===== src/rtl/memq_pkg.sv =====
// Shared types and widths for the RAM-unit in-order scheduler.
package memq_pkg;
    localparam int ROBID_W        = 4;
    localparam int DATA_W         = 8;
    localparam int STORE_FLAG_BIT = 1;

    typedef struct packed {
        logic [ROBID_W-1:0] robid;
        logic [DATA_W-1:0]  operand;
        logic [DATA_W-1:0]  wbs;
        logic [DATA_W-1:0]  flags;
        logic [DATA_W-1:0]  val_a;
        logic [DATA_W-1:0]  val_b;
        logic [ROBID_W-1:0] tag_a;
        logic [ROBID_W-1:0] tag_b;
        logic               rdy_a;
        logic               rdy_b;
        logic               valid;
    } memq_entry_t;
endpackage


===== src/rtl/memq_slot.sv =====
// One scheduler entry: loads from dispatch, captures pending operands off the CDB.
module memq_slot
    import memq_pkg::*;
(
    input  logic                clk,
    input  logic                rst,
    input  logic                i_clear,
    input  logic                i_load,
    input  memq_entry_t         i_entry,
    input  logic                i_cdb_valid,
    input  logic [ROBID_W-1:0]  i_cdb_id,
    input  logic [DATA_W-1:0]   i_cdb_val,
    output memq_entry_t         o_entry
);
    memq_entry_t r_entry;

    function automatic memq_entry_t snoop(input memq_entry_t e, input logic cv,
                                          input logic [ROBID_W-1:0] cid,
                                          input logic [DATA_W-1:0] cval);
        memq_entry_t s;
        s = e;
        if (e.valid && cv && !e.rdy_a && e.tag_a == cid) begin
            s.val_a = cval;
            s.rdy_a = 1'b1;
        end
        if (e.valid && cv && !e.rdy_b && e.tag_b == cid) begin
            s.val_b = cval;
            s.rdy_b = 1'b1;
        end
        return s;
    endfunction

    // An incoming op sees the same-cycle broadcast too (enqueue bypass).
    always_ff @(posedge clk or negedge rst) begin
        if (!rst) begin
            r_entry <= '0;
        end else if (i_clear) begin
            r_entry.valid <= 1'b0;
            r_entry.rdy_a <= 1'b0;
            r_entry.rdy_b <= 1'b0;
        end else if (i_load) begin
            r_entry <= snoop(i_entry, i_cdb_valid, i_cdb_id, i_cdb_val);
        end else begin
            r_entry <= snoop(r_entry, i_cdb_valid, i_cdb_id, i_cdb_val);
        end
    end

    assign o_entry = r_entry;
endmodule


===== src/rtl/memq_sched.sv =====
// In-order RAM-unit scheduler: circular queue, CDB snoop, head-only issue.
module memq_sched
    import memq_pkg::*;
#(
    parameter int DEPTH = 4
) (
    input  logic                      clk,
    input  logic                      rst,
    input  logic                      flush,
    input  logic                      enq_valid,
    output logic                      enq_ready,
    input  logic [3:0]                enq_robid,
    input  logic [7:0]                enq_operand,
    input  logic [7:0]                enq_wbs,
    input  logic [7:0]                enq_flags,
    input  logic [7:0]                enq_val_a,
    input  logic [7:0]                enq_val_b,
    input  logic                      enq_rdy_a,
    input  logic                      enq_rdy_b,
    input  logic [3:0]                enq_tag_a,
    input  logic [3:0]                enq_tag_b,
    input  logic                      cdb_valid,
    input  logic [3:0]                cdb_id,
    input  logic [7:0]                cdb_val,
    input  logic                      fu_busy,
    output logic                      fu_transmit,
    output logic [3:0]                fu_robid,
    output logic [7:0]                fu_operand,
    output logic [7:0]                fu_wbs,
    output logic [7:0]                fu_flags,
    output logic [1:0][7:0]           fu_depvals,
    output logic [$clog2(DEPTH):0]    count
);
    localparam int IDX_W = $clog2(DEPTH);

    logic [IDX_W:0]   r_head;
    logic [IDX_W:0]   r_tail;
    logic             w_full;
    logic             w_enq;
    logic             w_issue;
    memq_entry_t      w_enq_entry;
    memq_entry_t      w_slots [DEPTH];
    memq_entry_t      w_head;

    // Wrap bits distinguish full from empty when the indices coincide.
    assign w_full    = (r_head[IDX_W-1:0] == r_tail[IDX_W-1:0]) && (r_head[IDX_W] != r_tail[IDX_W]);
    assign enq_ready = !w_full;
    assign w_enq     = enq_valid && !w_full;
    assign count     = r_tail - r_head;
    assign w_head    = w_slots[r_head[IDX_W-1:0]];
    assign w_issue   = w_head.valid && w_head.rdy_a && w_head.rdy_b && !fu_busy && !fu_transmit;

    always_comb begin
        w_enq_entry         = '0;
        w_enq_entry.robid   = enq_robid;
        w_enq_entry.operand = enq_operand;
        w_enq_entry.wbs     = enq_wbs;
        w_enq_entry.flags   = enq_flags;
        w_enq_entry.val_a   = enq_val_a;
        w_enq_entry.val_b   = enq_val_b;
        w_enq_entry.tag_a   = enq_tag_a;
        w_enq_entry.tag_b   = enq_tag_b;
        w_enq_entry.rdy_a   = enq_rdy_a;
        w_enq_entry.rdy_b   = enq_rdy_b || !enq_flags[STORE_FLAG_BIT];
        w_enq_entry.valid   = 1'b1;
    end

    for (genvar g = 0; g < DEPTH; g++) begin : g_slot
        logic w_clear;
        logic w_load;
        logic w_unused_tags;
        assign w_clear = flush || (w_issue && r_head[IDX_W-1:0] == IDX_W'(g));
        assign w_load  = w_enq && r_tail[IDX_W-1:0] == IDX_W'(g);
        assign w_unused_tags = ^{w_slots[g].tag_a, w_slots[g].tag_b};

        memq_slot u_slot (
            .clk         (clk),
            .rst         (rst),
            .i_clear     (w_clear),
            .i_load      (w_load),
            .i_entry     (w_enq_entry),
            .i_cdb_valid (cdb_valid),
            .i_cdb_id    (cdb_id),
            .i_cdb_val   (cdb_val),
            .o_entry     (w_slots[g])
        );
    end

    always_ff @(posedge clk or negedge rst) begin
        if (!rst) begin
            r_head      <= '0;
            r_tail      <= '0;
            fu_transmit <= 1'b0;
            fu_robid    <= '0;
            fu_operand  <= '0;
            fu_wbs      <= '0;
            fu_flags    <= '0;
            fu_depvals  <= '0;
        end else if (flush) begin
            r_head      <= '0;
            r_tail      <= '0;
            fu_transmit <= 1'b0;
        end else begin
            fu_transmit <= w_issue;
            if (w_enq)
                r_tail <= r_tail + 1'b1;
            if (w_issue) begin
                r_head        <= r_head + 1'b1;
                fu_robid      <= w_head.robid;
                fu_operand    <= w_head.operand;
                fu_wbs        <= w_head.wbs;
                fu_flags      <= w_head.flags;
                fu_depvals[0] <= w_head.val_a;
                fu_depvals[1] <= w_head.val_b;
            end
        end
    end
endmodule


===== config.mk =====
export PLATFORM = sky130hd
export DESIGN_NAME = memq_sched
export DESIGN_NICKNAME = d
export VERILOG_FILES = /design/src/rtl/memq_pkg.sv /design/src/rtl/memq_slot.sv /design/src/rtl/memq_sched.sv
export SDC_FILE = /design/constraint.sdc
export NUM_CORES = 1
export LEC_CHECK = 0
export CORE_UTILIZATION = 55
export CTS_BUF_LIST = sky130_fd_sc_hd__clkbuf_4
export DETAILED_ROUTE_END_ITERATION = 8
export GPL_TIMING_DRIVEN = 1
export PLACE_DENSITY_LB_ADDON = 0.15
export SLEW_MARGIN = 5
export SYNTH_ARGS = -nofsm -noshare
export SYNTH_HDL_FRONTEND = slang
export SYNTH_HIERARCHICAL = 1
export SYNTH_SLANG_ARGS = --single-unit

===== constraint.sdc =====
create_clock -name clk -period 3.8 [get_ports clk]
set_clock_uncertainty 0.05 [all_clocks]
set_input_delay 0.38 -clock clk [delete_from_list [all_inputs] [get_ports clk]]
set_output_delay 0.38 -clock clk [all_outputs]
set_load 0.1 [all_outputs]

-- Word-level counts from Yosys, hierarchy flattened
Cells that the tools add are included.
Widths: inputs -> output; s select.
- output and inout port bits: 49
- bits in registers: 271
- input port bits: 72
- logic and storage cells: 211
- equal/unequal tests: 18
- add/subtract/negate cells: 3
- $lt $le $gt $ge: 1
- reduce and logical (&&, ||, !) cells: 94
- mux-type cells: 36
- bitwise operators: 6
- operators by type and width (cell ; count):
    $bmux 55 s2 ; 1
    $mux 55 ; 2
    $mux 27 ; 4
    $mux 8 ; 10
    $eq 4x4->1 ; 10
    $logic_and 1x1->1 ; 38
    $reduce_bool 2->1 ; 14
    $reduce_and 2->1 ; 13
    $mux 3 ; 8
    $reduce_bool 3->1 ; 8
    $logic_not 1->1 ; 14
    $mux 1 ; 11
    $eq 2x2->1 const B ; 4
    $add 3x1->3 const B ; 2
    $logic_or 1x1->1 ; 5
    $not 1->1 ; 5
    $eq 2x1->1 const B ; 2
    $logic_not 2->1 ; 2
    $ge 3x3->1 const B ; 1
    $not 2->3 ; 1
    $sub 3x3->3 ; 1
    $eq 2x2->1 ; 1
    $ne 1x1->1 ; 1

-- Depth between registers and ports, before layout
Gate-level depths: netlist (run 1).
- word-level depth: 12
- mapped depth: 11
- depth with buffers taken out: 8

-- By module
Netlist (run 1), hierarchy kept.
- by module, submodules not included (module ; times used ; cells each ; sequential area each (sq um) ; area each (sq um)):
    memq_slot ; 4 ; 226 ; 1376.3 ; 2783.9
    memq_sched ; 1 ; 215 ; 1276.2 ; 3432.0

-- Worst setup path before layout (run 1)
Ideal clock, no wire load.
- kind: register to output
- from: register r_head[0]
- to: output port count[2]
- path slack: 0.753 ns
- path buffers: 0
- required time: 3.370 ns
- stages on the path, launching flop included: 4
- arrival time: 2.617 ns
- cells stage by stage: dfrtp_1 ha_1 fa_1 xnor2_1
- longest elaborated chain between the ends: 1
- RTL lines (item ; RTL line ; text):
    start: declaration ; memq_sched.sv:36 ; logic [IDX_W:0] r_head;
    start signal: assignment ; memq_sched.sv:108 ; r_head <= r_head + 1'b1;
    $sub 3x3->3 ; memq_sched.sv:49 ; assign count = r_tail - r_head;
    end: declaration ; memq_sched.sv:32 ; output logic [$clog2(DEPTH):0] count
Every way passes these cells.

-- Worst setup path after layout (run 1)
- from: register r_head[1]
- to: output port count[1]
The elaborated chain is that of the path after synthesis.

==> results of run 1 <==
logic make-up (layout without fill, tap and decap cells):
kind of cell / count (synthesis) / count (layout) / share of synthesized area
AND/OR/NAND/NOR: 123 / 123 / 0.0571
multiplexers: 239 / 239 / 0.224
buffers and inverters: 103 / 301 / 0.0484
XOR/XNOR: 68 / 68 / 0.0409
adder cells (fa/ha/maj): 11 / 11 / 0.00996
other: 1 / 9 / 0.000257
AO/OA/AOI/OAI: 303 / 303 / 0.154
flip-flops: 271 / 271 / 0.466
cell type report:
type / instances / area, sq um
sequential: 271 / 6790
multi-input combinational: 752 / 7110
tap: 335 / 419
clock buffer: 103 / 773
inverter: 20 / 75.1
antenna: 1 / 2.50
fill: 2056 / 9200
timing repair buffer: 160 / 1550
clock inverter: 18 / 77.6
final timing paths:
path,endpoint,slack (ns)
worst min-delay path,fu_flags[0],0.24
worst max register to register,g_slot[2].u_slot/o_entry[21],0.77
worst max-delay path,count[1],0.59
min in group clk,g_slot[3].u_slot/o_entry[29],0.35
worst min register to register,fu_wbs[0],0.44
max in group asynchronous,g_slot[3].u_slot/o_entry[43],2.54
flip-flops by register name, indices dropped and copies added, names as in the netlist:
signal                 count
r_head                     3
fu_flags                   8
g_slot.u_slot/o_entry    220
fu_robid                   4
fu_transmit                1
r_tail                     3
fu_wbs                     8
fu_operand                 8
fu_depvals                16
critical path: stages, from the launching register on:
cell	delay (ns)
sky130_fd_sc_hd__dfrtp_2	0.65
sky130_fd_sc_hd__buf_4	0.62
sky130_fd_sc_hd__fa_1	0.50
sky130_fd_sc_hd__inv_1	0.06
sky130_fd_sc_hd__buf_4	0.28
cells in the mapped netlist, drive strengths merged:
library cell / instances
a2111oi: 1
a211oi: 64
a21o: 11
a21oi: 17
a221oi: 8
a31oi: 64
a41oi: 64
and3: 12
and4: 1
buf: 63
clkbuf: 20
conb: 1
dfrtp: 271
fa: 1
ha: 10
inv: 20
mux2: 190
mux2i: 5
mux4: 44
nand2: 6
nand2b: 1
nand3: 10
nand3b: 4
nand4: 2
nand4b: 3
nor2: 28
nor2b: 37
nor4: 9
o211ai: 65
o21ai: 1
o22ai: 8
or2: 2
or3: 8
xnor2: 27
xor2: 41
power by group:
group | total [uW] | internal, uW | switching, uW
combinational | 2540 | 1160 | 1380
sequential | 4200 | 3700 | 500
clock | 2450 | 1240 | 1210
timing repair:
item,CTS,global route
endpoints found under the hold margin,93,0
endpoints found under the setup margin,0,0
hold buffers,1,0
gates resized for setup,0,0
metrics by stage:
step            util  power [uW]
2_1_floorplan      -        5980
3_3_place_gp   0.613        6670
3_5_place_dp   0.613        6760
4_1_cts        0.646        9230
5_1_grt        0.646        9670
6_report       0.646        9190
layer usage:
metal,vias to the layer above,global-route usage,part of all wire
li1,4733,-,-
met1,5401,0.390,0.41
met2,521,0.458,0.46
met3,135,0.0620,0.076
met4,0,0.161,0.048
met5,-,0,0
==> metrics.json, run 1 <==
{
  "outcome": {
    "outcome": "finished clean"
  },
  "synthesis": {
    "synth-seq-area-share": 0.466,
    "post_synth.cell_area_avg_sq_um": 13.0,
    "synth_top_area_cell": "sky130_fd_sc_hd__dfrtp_1",
    "syn-instance-count": 1119,
    "synth_top_cell_area_share": 0.466,
    "synth.cell_area_sq_mm": 0.0146,
    "synth-warning-count": 6,
    "synth.area.top_cells": "sky130_fd_sc_hd__dfrtp_1 (47%), sky130_fd_sc_hd__mux2_2 (14%), sky130_fd_sc_hd__mux4_2 (4.8%), sky130_fd_sc_hd__a41oi_1 (3.8%), sky130_fd_sc_hd__o211ai_1 (3.3%)",
    "synth_cell_type_count": 48,
    "ys_seq_elements": 271
  },
  "timing": {
    "rsz_0062_raised_after_global_routing": "false",
    "fin_hold_ws_ns": 0.243,
    "finalSetupViolCount": 0,
    "totalNegativeSetupSlack_ns": 0,
    "worst_pin_slew_ns": 1.01,
    "finalCriticalPeriod_ns": 3.21,
    "slew_headroom": 0.327,
    "clock.fmax_mhz": 311,
    "final.setup.worst_slack_ns": 0.589,
    "number_of_hold_violations_in_the_final_report": 0,
    "finalCritPeriodShare": 0.845,
    "report.final.slew_viol_count": 0
  },
  "global_routing": {
    "grt_usage": 0.296,
    "largest_net_degree_at_the_start_of_global_routing": 99,
    "grt_pass1_vias": 10900,
    "global_route_wire_length_before_repair_um": 60600,
    "grt_antenna_before_repair": 1,
    "globalRouteOverflowTotal": 0
  },
  "clock_network": {
    "ctsRootBufferMaster": "sky130_fd_sc_hd__clkbuf_4",
    "postCtsSetupRepairBufs": 0,
    "worstSkewPairLatency_ns": 0.69,
    "cts_htree_levels": 3,
    "clockBufferDepth": 3,
    "cts_sinks": 271,
    "tritoncts": "yes",
    "tritoncts.num_buffers": 74,
    "clk_pin_slew_worst_paths_ns": 0.06
  },
  "run": {
    "max_cap_violations": 0
  },
  "die": {
    "die_x_um": 165,
    "initial_utilization": 0.561,
    "ios": 121,
    "floorplan.die_area_sq_mm": 0.0271,
    "std_cell_rows": 59,
    "die_height_um": 165,
    "core_area_sq_mm": 0.0260
  },
  "cells_and_area": {
    "layout.cells.most_common_list": "sky130_fd_sc_hd__dfrtp_1 (269), sky130_fd_sc_hd__mux2_2 (179), sky130_fd_sc_hd__clkdlybuf4s50_1 (115), sky130_fd_sc_hd__clkbuf_4 (103), sky130_fd_sc_hd__o211ai_1 (65)",
    "area.growth.synth_to_final_pct": 15.3,
    "layoutNonFillerInstCount": 1660,
    "post_route_cells_drive_above_1_share": 0.302,
    "design_area_sq_mm": 0.0168,
    "final_common_cell": "sky130_fd_sc_hd__dfrtp_1",
    "layout.nets": 1362
  },
  "placement": {
    "post_dp_cell_area_sq_mm": 0.0159,
    "gp_congestion": 0.955,
    "pre_cts_slack_ns": 0.830,
    "placed_cells_incl_taps": 1537,
    "io_buffer_count": 120,
    "dp_hpwl_um": 26100
  },
  "route": {
    "via_per_inst": 6.50,
    "final_antenna_net_count": 0,
    "drt-total-wl_um": 39100,
    "detailedRoute.firstPassIterationCount": 5,
    "route.detailed.drc": 0,
    "route.detailed.wl_per_inst_um": 23.6,
    "drt-initial-drc-count": 887,
    "num_vias": 10800
  },
  "pwr": {
    "power-per-cell-area_mw_per_mm2": 547,
    "worst_ir_drop_vdd_mv": 0.315,
    "power_leakage_uw": 0.00699
  },
  "critical_path": {
    "crit_end_category": "output pin",
    "cp_max_fo": 36,
    "crit_arrival_ns": 2.78,
    "worst-endpoint-required_ns": 3.37,
    "start_kind": "flip-flop",
    "worstReg2RegStart": "r_head[0]",
    "critPathLaunch": "r_head[1]",
    "rr_worst_depth": 9,
    "worstSetupPathType": "flip-flop to output pin"
  },
  "hold_path": {
    "min_delay_worst_type": "input pin to asynchronous set/reset pin"
  }
}
No activity file was read; power rests on OpenSTA's default activity.
==> run 2, diff against run 1 <==
==> constraint.sdc (replaced) <==
create_clock -name clk -period 2.9 [get_ports clk]
set_clock_uncertainty 0.05 [all_clocks]
set_input_delay 0.29 -clock clk [delete_from_list [all_inputs] [get_ports clk]]
set_output_delay 0.29 -clock clk [all_outputs]
set_load 0.1 [all_outputs]
==> metrics.json, run 2 (synthesized netlist as in run 1, its figures left out) <==
{
  "pwr": {
    "worst_ir_drop_vdd": {"value": 0.459, "unit": "mV", "change": "was 0.315 mV"},
    "power-per-cell-area": {"value": 707, "unit": "mW/mm^2", "change": "was 547 mW/mm^2"},
    "total_power": {"value": 12000, "unit": "uW", "change": "was 9190 uW"},
    "power_leakage": {"value": 0.00723, "unit": "uW", "change": "was 0.00699 uW"}
  },
  "global_routing": {
    "globalRouteOverflowTotal": {"value": 0, "change": "unchanged"},
    "largest_net_degree_at_the_start_of_global_routing": {"value": 95, "change": "was 99"},
    "global_route_wire_length_before_repair": {"value": 61000, "unit": "um", "change": "was 60,600 um"},
    "grt_util_met1": {"value": 0.387, "change": "was 0.390"},
    "global_route.usage.met3": {"value": 0.0537, "change": "was 0.0620"},
    "grt_busiest_layer": {"value": "met2", "change": "unchanged"},
    "grt_pass1_vias": {"value": 11200, "change": "was 10,900"},
    "grtUsageMet2": {"value": 0.473, "change": "was 0.458"},
    "grt_usage": {"value": 0.295, "change": "was 0.296"},
    "grt_antenna_before_repair": {"value": 1, "change": "unchanged"}
  },
  "cells_and_area": {
    "area.growth.synth_to_final": {"value": 16.7, "unit": "%", "change": "was 15.3%"},
    "final_common_cell": {"value": "sky130_fd_sc_hd__dfrtp_1", "change": "unchanged"},
    "post_route_cells_drive_above_1_share": {"value": 0.350, "change": "was 0.302"},
    "layout.nets": {"value": 1377, "change": "was 1,362"},
    "layout.cells.most_common_list": {"value": "sky130_fd_sc_hd__dfrtp_1 (269), sky130_fd_sc_hd__mux2_2 (179), sky130_fd_sc_hd__clkbuf_4 (99), sky130_fd_sc_hd__buf_4 (87), sky130_fd_sc_hd__clkdlybuf4s50_1 (70)", "change": "was sky130_fd_sc_hd__dfrtp_1 (269), sky130_fd_sc_hd__mux2_2 (179), sky130_fd_sc_hd__clkdlybuf4s50_1 (115), sky130_fd_sc_hd__clkbuf_4 (103), sky130_fd_sc_hd__o211ai_1 (65)"},
    "largest_register_ff_count": {"value": 220, "change": "unchanged"},
    "postLayoutCoreUtil": {"value": 0.654, "change": "was 0.646"}
  },
  "critical_path": {
    "crit_family": {"value": "simple AND/OR/NAND/NOR gates", "change": "was buffers and inverters"},
    "cp_max_fo": {"value": 11, "change": "was 36"},
    "worst-r2r-setup-slack": {"value": 0.20, "unit": "ns", "change": "was 0.77 ns"},
    "cp_cell_sequence": {"value": "nand4_1 > nand3_1 > buf_4 > and4_1 > or2_2 > nand3b_4 > nor4_4 > buf_4 > a211oi_1 > a31oi_1", "change": "was buf_4 > fa_1 > inv_1 > buf_4"},
    "crit_path_top_delay_cell": {"value": "sky130_fd_sc_hd__dfrtp_4", "change": "was sky130_fd_sc_hd__dfrtp_2"},
    "timing.critical_path.slowest_cell_delay": {"value": 0.54, "unit": "ns", "change": "was 0.65 ns"},
    "worst_path_most_repeated_cell": {"value": "sky130_fd_sc_hd__buf_4", "change": "unchanged"},
    "crit_end_category": {"value": "flip-flop", "change": "was output pin"},
    "critical_path.n_buffers_inverters": {"value": 2, "change": "was 3"},
    "start_kind": {"value": "flip-flop", "change": "unchanged"},
    "worstSetupPathType": {"value": "flip-flop to flip-flop", "change": "was flip-flop to output pin"},
    "crit_arrival": {"value": 3.23, "unit": "ns", "change": "was 2.78 ns"},
    "worst-endpoint-required": {"value": 3.43, "unit": "ns", "change": "was 3.37 ns"}
  },
  "placement": {
    "dp_hpwl": {"value": 26300, "unit": "um", "change": "was 26,100 um"},
    "gp_congestion": {"value": 0.959, "change": "was 0.955"},
    "io_buffer_count": {"value": 120, "change": "unchanged"}
  },
  "route": {
    "route.detailed.drc": {"value": 0, "change": "unchanged"},
    "drt-total-wl": {"value": 39100, "unit": "um", "change": "about the same"},
    "via_per_inst": {"value": 6.44, "change": "was 6.50"},
    "route.detailed.wl_per_inst": {"value": 23.3, "unit": "um", "change": "was 23.6 um"},
    "drt-initial-drc-count": {"value": 948, "change": "was 887"},
    "detailedRoute.firstPassIterationCount": {"value": 6, "change": "was 5"},
    "num_vias": {"value": 10800, "change": "about the same"},
    "final_antenna_net_count": {"value": 0, "change": "unchanged"}
  },
  "timing": {
    "report.final.slew_viol_count": {"value": 0, "change": "unchanged"},
    "finalSetupViolCount": {"value": 0, "change": "unchanged"},
    "finalCriticalPeriod_ns": 2.70,
    "slew_headroom": {"value": 0.460, "change": "was 0.327"},
    "finalCritPeriodShare": 0.932,
    "rsz_0062_raised_after_global_routing": {"value": "false", "change": "unchanged"},
    "number_of_hold_violations_in_the_final_report": {"value": 0, "change": "unchanged"},
    "clock.fmax_mhz": 370,
    "worst_pin_slew": {"value": 0.807, "unit": "ns", "change": "was 1.01 ns"},
    "totalNegativeSetupSlack": {"value": 0, "unit": "ns", "change": "unchanged"}
  },
  "die": {
    "initial_utilization": {"value": 0.561, "change": "unchanged"},
    "core_area": {"value": 0.0260, "unit": "sq mm", "change": "unchanged"},
    "ios": {"value": 121, "change": "unchanged"},
    "std_cell_rows": {"value": 59, "change": "unchanged"},
    "die_height": {"value": 165, "unit": "um", "change": "unchanged"},
    "floorplan.die_area": {"value": 0.0271, "unit": "sq mm", "change": "unchanged"},
    "die_x": {"value": 165, "unit": "um", "change": "unchanged"}
  },
  "hold_path": {
    "min_delay_worst_type": {"value": "input pin to asynchronous set/reset pin", "change": "unchanged"}
  },
  "run": {
    "max_cap_violations": {"value": 0, "change": "unchanged"}
  },
  "clock_network": {
    "tritoncts": {"value": "yes", "change": "unchanged"},
    "worstSkewPairLatency": {"value": 0.69, "unit": "ns", "change": "about the same"},
    "cts_htree_levels": {"value": 3, "change": "unchanged"},
    "clockBufferDepth": {"value": 3, "change": "unchanged"},
    "tritoncts.num_buffers": {"value": 73, "change": "was 74"},
    "ctsRootBufferMaster": {"value": "sky130_fd_sc_hd__clkbuf_4", "change": "unchanged"},
    "clk_pin_slew_worst_paths": {"value": 0.06, "unit": "ns", "change": "about the same"},
    "cts_sinks": {"value": 271, "change": "unchanged"}
  },
  "outcome": {
    "outcome": {"value": "finished clean", "change": "unchanged"}
  }
}
-- run 2: cell count changes in the layout (fill, tap and decap cells not counted), sizes merged --
| cell | delta |
|---|---|
| clkbuf | -4 |
| inv | +1 |
| buf | +61 |
| clkinv | +4 |
| clkdlybuf4s50 | -45 |
| clkinvlp | +1 |
| diode | +1 |
-- run 2: final cells by class --
| class | count | area (sq um) |
|---|---|---|
| Multi-Input combinational cell | 752 | 7130 |
| Tap cell | 335 | 419 |
| Sequential cell | 271 | 6790 |
| Antenna cell | 2 | 5.00 |
| Clock inverter | 24 | 119 |
| Fill cell | 2057 | 8990 |
| Timing Repair Buffer | 176 | 1720 |
| Inverter | 20 | 75.1 |
| Clock buffer | 99 | 743 |
-- run 2: worst paths after layout --
kind / startpoint / endpoint / cells after the start
min reg2reg: g_slot[3].u_slot/o_entry[40] / g_slot[3].u_slot/o_entry[40] / 1
max in group asynchronous: rst / r_head[0] / 3
max reg2reg: r_head[0] / g_slot[3].u_slot/o_entry[25] / 10
min in group clk: enq_flags[3] / g_slot[3].u_slot/o_entry[30] / 2
max: r_head[0] / g_slot[3].u_slot/o_entry[25] / 10
min: rst / fu_flags[0] / 2
-- run 2: timing repair --
| item | in CTS | in global routing |
|---|---|---|
| hold buffers | 1 | 0 |
| resized for setup | 0 | 4 |
| setup buffers | 0 | 0 |
| hold endpoints to repair | 205 | 0 |
| endpoints found under the setup margin | 0 | 32 |
-- run 2: report_power, final --
group | internal (uW) | switching (uW)
Sequential | 4840 | 604
Clock | 1600 | 1610
Combinational | 1530 | 1820
-- run 2: per-layer routing --
metal  wire length, um  up-vias
met5                 0        -
met4              1440        0
met3              2570      104
met2             18800      474
met1             16200     5453
li1                  -     4788
-- run 2: metrics by stage --
stage	worst slack (ns)	cells	area, sq um	hold slack (ns)
after floorplan	0.149	1126	14600	-0.0556
after global placement	0.0777	1553	16100	0.216
after detailed placement	0.0433	1553	16100	0.215
after CTS	0.0168	1677	17000	0.0555
after global routing	0.0433	1679	17000	0.0916
final	0.199	1679	17000	0.0838
